### config.mk
export PLATFORM = sky130hd
export DESIGN_NAME = pipe_pulse_collector
export DESIGN_NICKNAME = d
export VERILOG_FILES = /design/src/rtl/pipe_pulse_collector.sv
export SDC_FILE = /design/constraint.sdc
export NUM_CORES = 1
export LEC_CHECK = 0
export CORE_MARGIN = 10
export CORE_UTILIZATION = 45
export DETAILED_ROUTE_END_ITERATION = 7
export GPL_TIMING_DRIVEN = 0
export MAX_ROUTING_LAYER = met4
export PLACE_DENSITY = 0.67
export SYNTH_ARGS = -nofsm -noshare
export SYNTH_HDL_FRONTEND = slang
export SYNTH_SLANG_ARGS = --single-unit
### constraint.sdc
create_clock -name clk -period 2.2 [get_ports clk]
set_input_delay 0.66 -clock clk [delete_from_list [all_inputs] [get_ports clk]]
set_output_delay 0.66 -clock clk [all_outputs]
set_load 0.01 [all_outputs]
### src/rtl/pipe_pulse_collector.sv
// pipe_pulse_collector
//
// Collects the single-cycle pulses leaving the last pulse-generator stage
// and groups them into fixed-length observation windows. A window opens on
// a pulse, counts every pulse seen during WINDOW cycles (including the
// opening cycle), and then holds one report on a valid/ready interface
// until the consumer takes it.
//
// Parameters
//   WINDOW  window length in cycles, including the opening cycle (>= 1)
//   CNT_W   width of the saturating pulse count
//   TS_W    timestamp width (only used when the timestamp feature is built)
//
// Ports
//   clk            rising-edge clock
//   reset          synchronous, active-high reset
//   pipe_in        pulse stream from the upstream stage
//   out_valid      report available
//   out_ready      consumer accepts the report
//   out_count      pulses counted in the window (saturating)
//   out_overflow   count saturated during the window
//   out_lost       pulses were discarded while the previous report was pending
//   out_timestamp  free-running time of the opening pulse (timestamp build only)
//   busy           high whenever the collector is not idle
//
// Optional feature
//   Define PIPE_PULSE_COLLECTOR_TIMESTAMP_EN to add a TS_W-bit free-running
//   counter and the out_timestamp port.

module pipe_pulse_collector #(
   parameter int WINDOW = 16,
   parameter int CNT_W  = 8,
   parameter int TS_W   = 16
) (
   input  logic             clk,
   input  logic             reset,
   input  logic             pipe_in,
   output logic             out_valid,
   input  logic             out_ready,
   output logic [CNT_W-1:0] out_count,
   output logic             out_overflow,
   output logic             out_lost,
`ifdef PIPE_PULSE_COLLECTOR_TIMESTAMP_EN
   output logic [TS_W-1:0]  out_timestamp,
`endif
   output logic             busy
);

   localparam int               WIN_W    = $clog2(WINDOW) + 1;
   localparam logic [WIN_W-1:0] WIN_LOAD = WIN_W'(WINDOW - 1);
   localparam logic [CNT_W-1:0] CNT_MAX  = '1;

   typedef enum logic [1:0] {
      IDLE,
      COLLECT,
      REPORT
   } state_t;

   state_t           state, state_next;
   logic [WIN_W-1:0] win_cnt, win_cnt_next;
   logic [CNT_W-1:0] count, count_next;
   logic             overflow, overflow_next;
   logic             lost, lost_next;
   logic             load_report;

   // Next-state logic. The window down-counter is loaded with WINDOW-1 in
   // the opening cycle, so COLLECT covers the remaining WINDOW-1 cycles and
   // the report is loaded on the edge that ends the last window cycle.
   // The lost flag is handed to the report when the report is loaded and
   // restarts there, so pulses dropped during a pending report (including
   // its handshake cycle) show up in the following report.
   always_comb begin
      state_next    = state;
      win_cnt_next  = win_cnt;
      count_next    = count;
      overflow_next = overflow;
      lost_next     = lost;
      load_report   = 1'b0;

      case (state)
         IDLE: begin
            if (pipe_in) begin
               count_next    = CNT_W'(1);
               overflow_next = 1'b0;
               win_cnt_next  = WIN_LOAD;
               if (WINDOW == 1) begin
                  state_next  = REPORT;
                  load_report = 1'b1;
                  lost_next   = 1'b0;
               end else begin
                  state_next = COLLECT;
               end
            end
         end

         COLLECT: begin
            if (pipe_in) begin
               if (count == CNT_MAX) begin
                  overflow_next = 1'b1;
               end else begin
                  count_next = count + CNT_W'(1);
               end
            end
            if (win_cnt == WIN_W'(1)) begin
               state_next  = REPORT;
               load_report = 1'b1;
               lost_next   = 1'b0;
            end else begin
               win_cnt_next = win_cnt - WIN_W'(1);
            end
         end

         REPORT: begin
            if (pipe_in) begin
               lost_next = 1'b1;
            end
            if (out_ready) begin
               state_next = IDLE;
            end
         end

         default: begin
            state_next = IDLE;
         end
      endcase
   end

   // State, window bookkeeping and report registers. The report registers
   // only change when a new report is loaded, which keeps them stable for
   // the whole time out_valid is high.
   always_ff @(posedge clk) begin
      if (reset) begin
         state        <= IDLE;
         win_cnt      <= '0;
         count        <= '0;
         overflow     <= 1'b0;
         lost         <= 1'b0;
         out_count    <= '0;
         out_overflow <= 1'b0;
         out_lost     <= 1'b0;
      end else begin
         state    <= state_next;
         win_cnt  <= win_cnt_next;
         count    <= count_next;
         overflow <= overflow_next;
         lost     <= lost_next;
         if (load_report) begin
            out_count    <= count_next;
            out_overflow <= overflow_next;
            out_lost     <= lost;
         end
      end
   end

`ifdef PIPE_PULSE_COLLECTOR_TIMESTAMP_EN
   logic [TS_W-1:0] ts, open_ts;

   // Free-running time base. The opening time is latched in the opening
   // cycle; with a one-cycle window the report is loaded in that same
   // cycle, so the live counter value is used directly.
   always_ff @(posedge clk) begin
      if (reset) begin
         ts            <= '0;
         open_ts       <= '0;
         out_timestamp <= '0;
      end else begin
         ts <= ts + TS_W'(1);
         if (state == IDLE && pipe_in) begin
            open_ts <= ts;
         end
         if (load_report) begin
            out_timestamp <= (state == IDLE) ? ts : open_ts;
         end
      end
   end
`endif

   assign out_valid = (state == REPORT);
   assign busy      = (state != IDLE);

endmodule

==> results of run 1 <==
## worst max-delay path: stages
cell and delay, ns:
clkdlybuf4s50_1 0.60, nand4_1 0.34, a2111oi_1 0.49, o31ai_1 0.13
## where the power goes
part           total [W]  switching [W]  internal [W]
clock           0.000216       0.000148     0.0000683
sequential      0.000530      0.0000222      0.000508
combinational   0.000135      0.0000727     0.0000619
## cell type report
type                            count  share of cell area [%]
Timing Repair Buffer               15                    10.4
Sequential cell                    27                    36.7
Clock inverter                      1                   0.337
Multi-Input combinational cell    112                    46.3
Tap cell                           31                    2.61
Inverter                            2                   0.505
Clock buffer                        3                    1.52
Buffer                              5                    1.60
## stage by stage
step | setup WS, ns | TNS, ns
finish | 0.207 | 0
global route | 0.0226 | 0
CTS | 0.0143 | 0
detailed placement | -0.295 | -2.61
global placement | -0.248 | -2.01
floorplan | 0.579 | 0
## final timing paths
kind	startpoint	endpoint	slack [ns]
max	pipe_in	out_count[7]	0.21
min reg2reg	lost	out_lost	0.47
max reg2reg	win_cnt[1]	lost	0.26
min	lost	out_lost	0.47
## kinds of logic (layout without fill, tap and decap cells)
| logic type | count (synthesis) | in the layout |
|---|---|---|
| AO/OA/AOI/OAI | 35 | 35 |
| XOR/XNOR | 1 | 1 |
| adder cells (fa/ha/maj) | 3 | 3 |
| buffers and inverters | 7 | 26 |
| flip-flops | 27 | 27 |
| multiplexers | 4 | 4 |
| AND/OR/NAND/NOR | 69 | 69 |
## cell usage in the layout (no fill, tap or decap), types with 2 or more instances in the layout
master,count
mux2i_1,3
o31ai_1,4
nor2_1,18
nor4_1,2
inv_1,2
nand2b_1,4
dfxtp_1,25
clkbuf_4,3
o21ai_0,5
nand4_1,2
a211oi_1,4
dlymetal6s2s_1,2
nand2_1,17
nor2b_1,3
nor3_1,3
nand3b_1,2
and3_1,2
a21oi_1,11
clkbuf_1,3
ha_1,3
clkdlybuf4s50_1,13
nand3_1,4
o211ai_1,2
or2_2,2
or3_2,2
## layer usage
| layer | global-route usage [%] | vias up |
|---|---|---|
| met4 | 4.85 | 0 |
| met1 | 14.5 | 513 |
| met3 | 2.45 | 5 |
| li1 | - | 564 |
| met5 | - | - |
| met2 | 18.2 | 28 |
## timing repair
item	CTS	global route
resized for setup	2	6
endpoints found under the setup margin	1	10
gates cloned	0	0
setup buffers	0	0
hold endpoints to repair	0	0
## flip-flops by register name (all words and copies together), names as in the netlist
| register | cells |
|---|---|
| state | 2 |
| win_cnt | 5 |
| out_count | 8 |
| out_overflow | 1 |
| lost | 1 |
| overflow | 1 |
| out_lost | 1 |
| count | 8 |
==> impl_metrics.yaml, run 1 <==
floorplanning:
  io_pins: 16
  initial_core_util_pct: 46.1
  die_area_um2: 5290
  core_um2: 2710
  rows: 19
  die_w_um: 72.7
  chipHeight_um: 72.7
logic_synthesis:
  synth_area_um2: 1250
  yosys.area.top_type_share_pct: 43.2
  ys_top_cells_by_area: "dfxtp_1, nor2_1, nand2_1, a21oi_1, ha_1"
  synth_edf_count: 0
  synthCells: 146
  syn_nets: 153
  synth_top_family_by_area: "simple AND/OR/NAND/NOR gates"
  async_flop_share_pct: 0
  synth-xor-area-share_pct: 0.701
  synthTopCellsByCount: "dfxtp_1, nor2_1, nand2_1"
  ys_warn_count: 0
  yosysMostFrequentCell: "dfxtp_1"
  ys_seq_elements: 27
  yosysSeqAreaShare_pct: 43.2
  synth_compound_area_share_pct: 18.5
  synth_top_flop_cell: "dfxtp_1"
  avgSynthCellArea_um2: 8.56
  muxShareOfSynthArea_pct: 3.30
  yosys.area_share.simple_pct: 28.7
  synthAdderAreaFrac_pct: 3.00
  synth_top_area_cell: "dfxtp_1"
  synth.distinct_cells: 42
flow_run:
  timing.max_cap.violations: 0
timing:
  rsz0062_at_grt: "no"
  period_share_pct: 90.6
  whs_ns: 0.471
  drv_slew: 0
  report.final.hold_viol_count: 0
  fmax_ghz: 0.502
  setup_violations: 0
  relSlewSlack_pct: 46.8
  fin_skew_ns: 0.0157
  timing.final.crit_period_ns: 1.99
  worst_slew_pin_slew_ns: 0.787
routing:
  remaining_drc_errors: 0
  routed_wl_um: 2880
  dr.pass1.iters: 4
  via_count: 1110
  met1Wirelength_um: 1350
  dr.first_iter.drc_count: 97
  ant_nets: 0
  highest_layer: "met4"
  avgViaCountPerCell: 5.66
  route.met2.wl_um: 1340
  wire_per_inst_um: 14.7
  wl_met3_um: 155
power_and_ir_drop:
  power.total_w: 0.000881
  ir_drop_uv: 466
  power_density_nw_per_um2: 593
  p_leak_nw: 0.550
cts:
  ctsHoldBuffers: 0
  cts_tree: "done"
  clkSinkCount: 27
  htreeDepth: 1
  cts.clk_slew.worst_paths_ns: 0.15
  clk_latency_ns: 0.33
  clockRootBuffer: "clkbuf_4"
  cts_inserted_buffers: 3
  clock_path_buffers: 2
final_layout:
  area_delta_synth_final_pct: 18.8
  multi_input_area_um2: 687
  n_fill_cell: 272
  regArea_um2: 546
  layout-drive-gt1-share_pct: 10.9
  diodes: 0
  fin_cells: 196
  fin_nets: 173
  utilization_pct: 54.8
  final_area_um2: 1490
global_routing:
  grt_max_degree: 16
  antenna_found_initial: 0
  track_usage_pct: 11.8
  grt_remaining_overflow: 0
  first_global_vias: 1086
  grt_pass1_wl_um: 4940
setup_path:
  path_max_fanout: 8
  cp.arrival_ns: 2.23
  setup.worst_path.start_class: "input pin"
  cp-end-kind: "flop"
  crit_type: "in2reg"
  cp.required_ns: 2.43
  ff2ff_path_depth: 6
min_path:
  whs_path_depth: 2
  hp-class: "reg2reg"
placement:
  place.gp.congestion: 0.833
  io_buffers: 15
  dpl.hpwl_um: 2170
  placed_cells: 192
  post_dp_cell_area_um2: 1440
run_status:
  outcome: "finished clean"
Power figures use the tool's default switching activity.
==> run 2, diff against run 1 <==
CORE_MARGIN = not set   (was 10)
==> impl_metrics.yaml, run 2 (synthesized netlist as in run 1, its figures left out) <==
run_status:
  outcome: "finished clean"
setup_path:
  cp-end-kind: "output port"
  path_buf_inv: 1
  path_delay_family: "buffers and inverters"
  cp.required_ns: 1.54
  ff2ff_path_depth: 6
  crit_type: "reg2out"
  cp.arrival_ns: 1.48
  crit_chain: "or2_2 -> clkdlybuf4s50_1"
  r2r-start: "win_cnt[1]"
  worst-r2r-setup-slack_ns: 0.29
  path_max_fanout: 8
  worst-path-stages: 2
  cp_slowest_cell: "clkdlybuf4s50_1"
  timing.rr.end: "lost"
  critical-path-max-stage-delay_ns: 0.48
  setup.worst_path.start_class: "flop"
timing:
  tns_ns: 0
  fin_skew_ns: 0.00485
  fmax_ghz: 0.468
  timing.final.crit_period_ns: 2.14
  setup_ws_ns: 0.0650
  rsz0062_at_grt: "no"
  setup_violations: 0
  period_share_pct: 97.0
  relSlewSlack_pct: 50.0
  report.final.hold_viol_count: 0
  worst_slew_pin_slew_ns: 0.740
  drv_slew: 0
cts:
  cts.clk_slew.worst_paths_ns: 0.14
  cts_setup_buffers: 0
  clk_latency_ns: 0.32
  htreeDepth: 1
  clockRootBuffer: "clkbuf_4"
  ctsHoldBuffers: 0
  clock_path_buffers: 2
  cts_tree: "done"
  cts_inserted_buffers: 3
  clkSinkCount: 27
floorplanning:
  core_um2: 2540
  die_w_um: 54.7
  io_pins: 16
  die_area_um2: 2990
  chipHeight_um: 54.7
  initial_core_util_pct: 49.1
  rows: 18
global_routing:
  antenna_found_initial: 0
  grt_remaining_overflow: 0
  grt_pass1_wl_um: 4270
  grt_max_degree: 15
  first_global_vias: 946
  track_usage_pct: 20.6
min_path:
  hp-class: "reg2reg"
  whs_path_depth: 2
  worstHoldStart: "out_lost"
  hold_end: "out_lost"
placement:
  place.gp.congestion: 0.826
  io_buffers: 15
  dpl_worst_slack_ns: -0.308
  dpl.hpwl_um: 1910
  post_dp_cell_area_um2: 1440
routing:
  routed_wl_um: 2590
  via_count: 1074
  dr.first_iter.drc_count: 14
  wl_met3_um: 98
  route.met2.wl_um: 1170
  met1Wirelength_um: 1300
  avgViaCountPerCell: 5.51
  ant_nets: 0
  highest_layer: "met4"
  remaining_drc_errors: 0
  wire_per_inst_um: 13.3
  dr.pass1.iters: 4
final_layout:
  final_common_cell: "dfxtp_1"
  layout-drive-gt1-share_pct: 10.3
  reg_top3: "count: 8 flops, out_count: 8 flops, win_cnt: 5 flops"
  mostFrequentLayoutCells: "dfxtp_1, nor2_1, nand2_1, clkdlybuf4s50_1, a21oi_1"
  area_delta_synth_final_pct: 18.2
  fin_nets: 173
  diodes: 0
  final_area_um2: 1480
power_and_ir_drop:
  p_leak_nw: 0.516
  ir_drop_uv: 375
  power.total_w: 0.000879
  power_density_nw_per_um2: 595
flow_run:
  timing.max_cap.violations: 0
[run 2: cell types whose count changed in the layout (fill, tap and decap cells not counted), sizes merged]
cell / before / now
clkinv: 1 / 0
clkbuf: 7 / 8
dlymetal6s2s: 2 / 0
clkdlybuf4s50: 13 / 15
[run 2: per-layer routing]
metal | track usage, % | vias up
met5 | - | -
met3 | 2.50 | 2
li1 | - | 560
met2 | 32.3 | 25
met1 | 26.7 | 487
met4 | 8.12 | 0
[run 2: timing repair]
action	in CTS	in global routing
endpoints found under the hold margin	0	0
resized for setup	1	5
setup endpoints to repair	1	10
pin swaps	0	0
[run 2: power by group]
part	total [W]	switching [W]	internal, W
Sequential	0.000528	0.0000206	0.000508
Combinational	0.000134	0.0000715	0.0000625
Clock	0.000216	0.000145	0.0000709
Total	0.000879	0.000237	0.000641
[run 2: worst max-delay path by stage]
stage / startpoint / end
after CTS: state[1] / out_valid
after global placement: pipe_in / count[7]
after detailed placement: pipe_in / count[7]
after floorplan: pipe_in / out_count[0]
after global routing: state[0] / busy
final: state[1] / busy
[run 2: per-stage QoR]
step | util, % | hold slack, ns | std cells
after floorplan | - | 0.421 | 146
after global placement | 56.5 | 0.436 | 191
after detailed placement | 56.5 | 0.440 | 191
after CTS | 57.6 | 0.466 | 195
after global routing | 58.1 | 0.482 | 195
final | 58.1 | 0.467 | 195
[run 2: tightest hold or removal path: stages (launching register included)]
cell	delay, ns
dfxtp_1	0.33
nand2_1	0.05
a21oi_1	0.05
[run 2: area by class of cell]
type                    instances  area (um^2)
multi-input cells             112          687
well taps                      30         37.5
plain buffers                   5         23.8
clock buffers                   4         26.3
fillers                       243         1070
flip-flops and latches         27          546
inverters                       2         7.51
repair buffers                 15          150
==> run 3, diff against run 2 <==
CTS_CLUSTER_DIAMETER = 40   (was not set)
==> results of run 3 <==
Same layout as run 2: the final DEF is identical, and so are final timing and power.
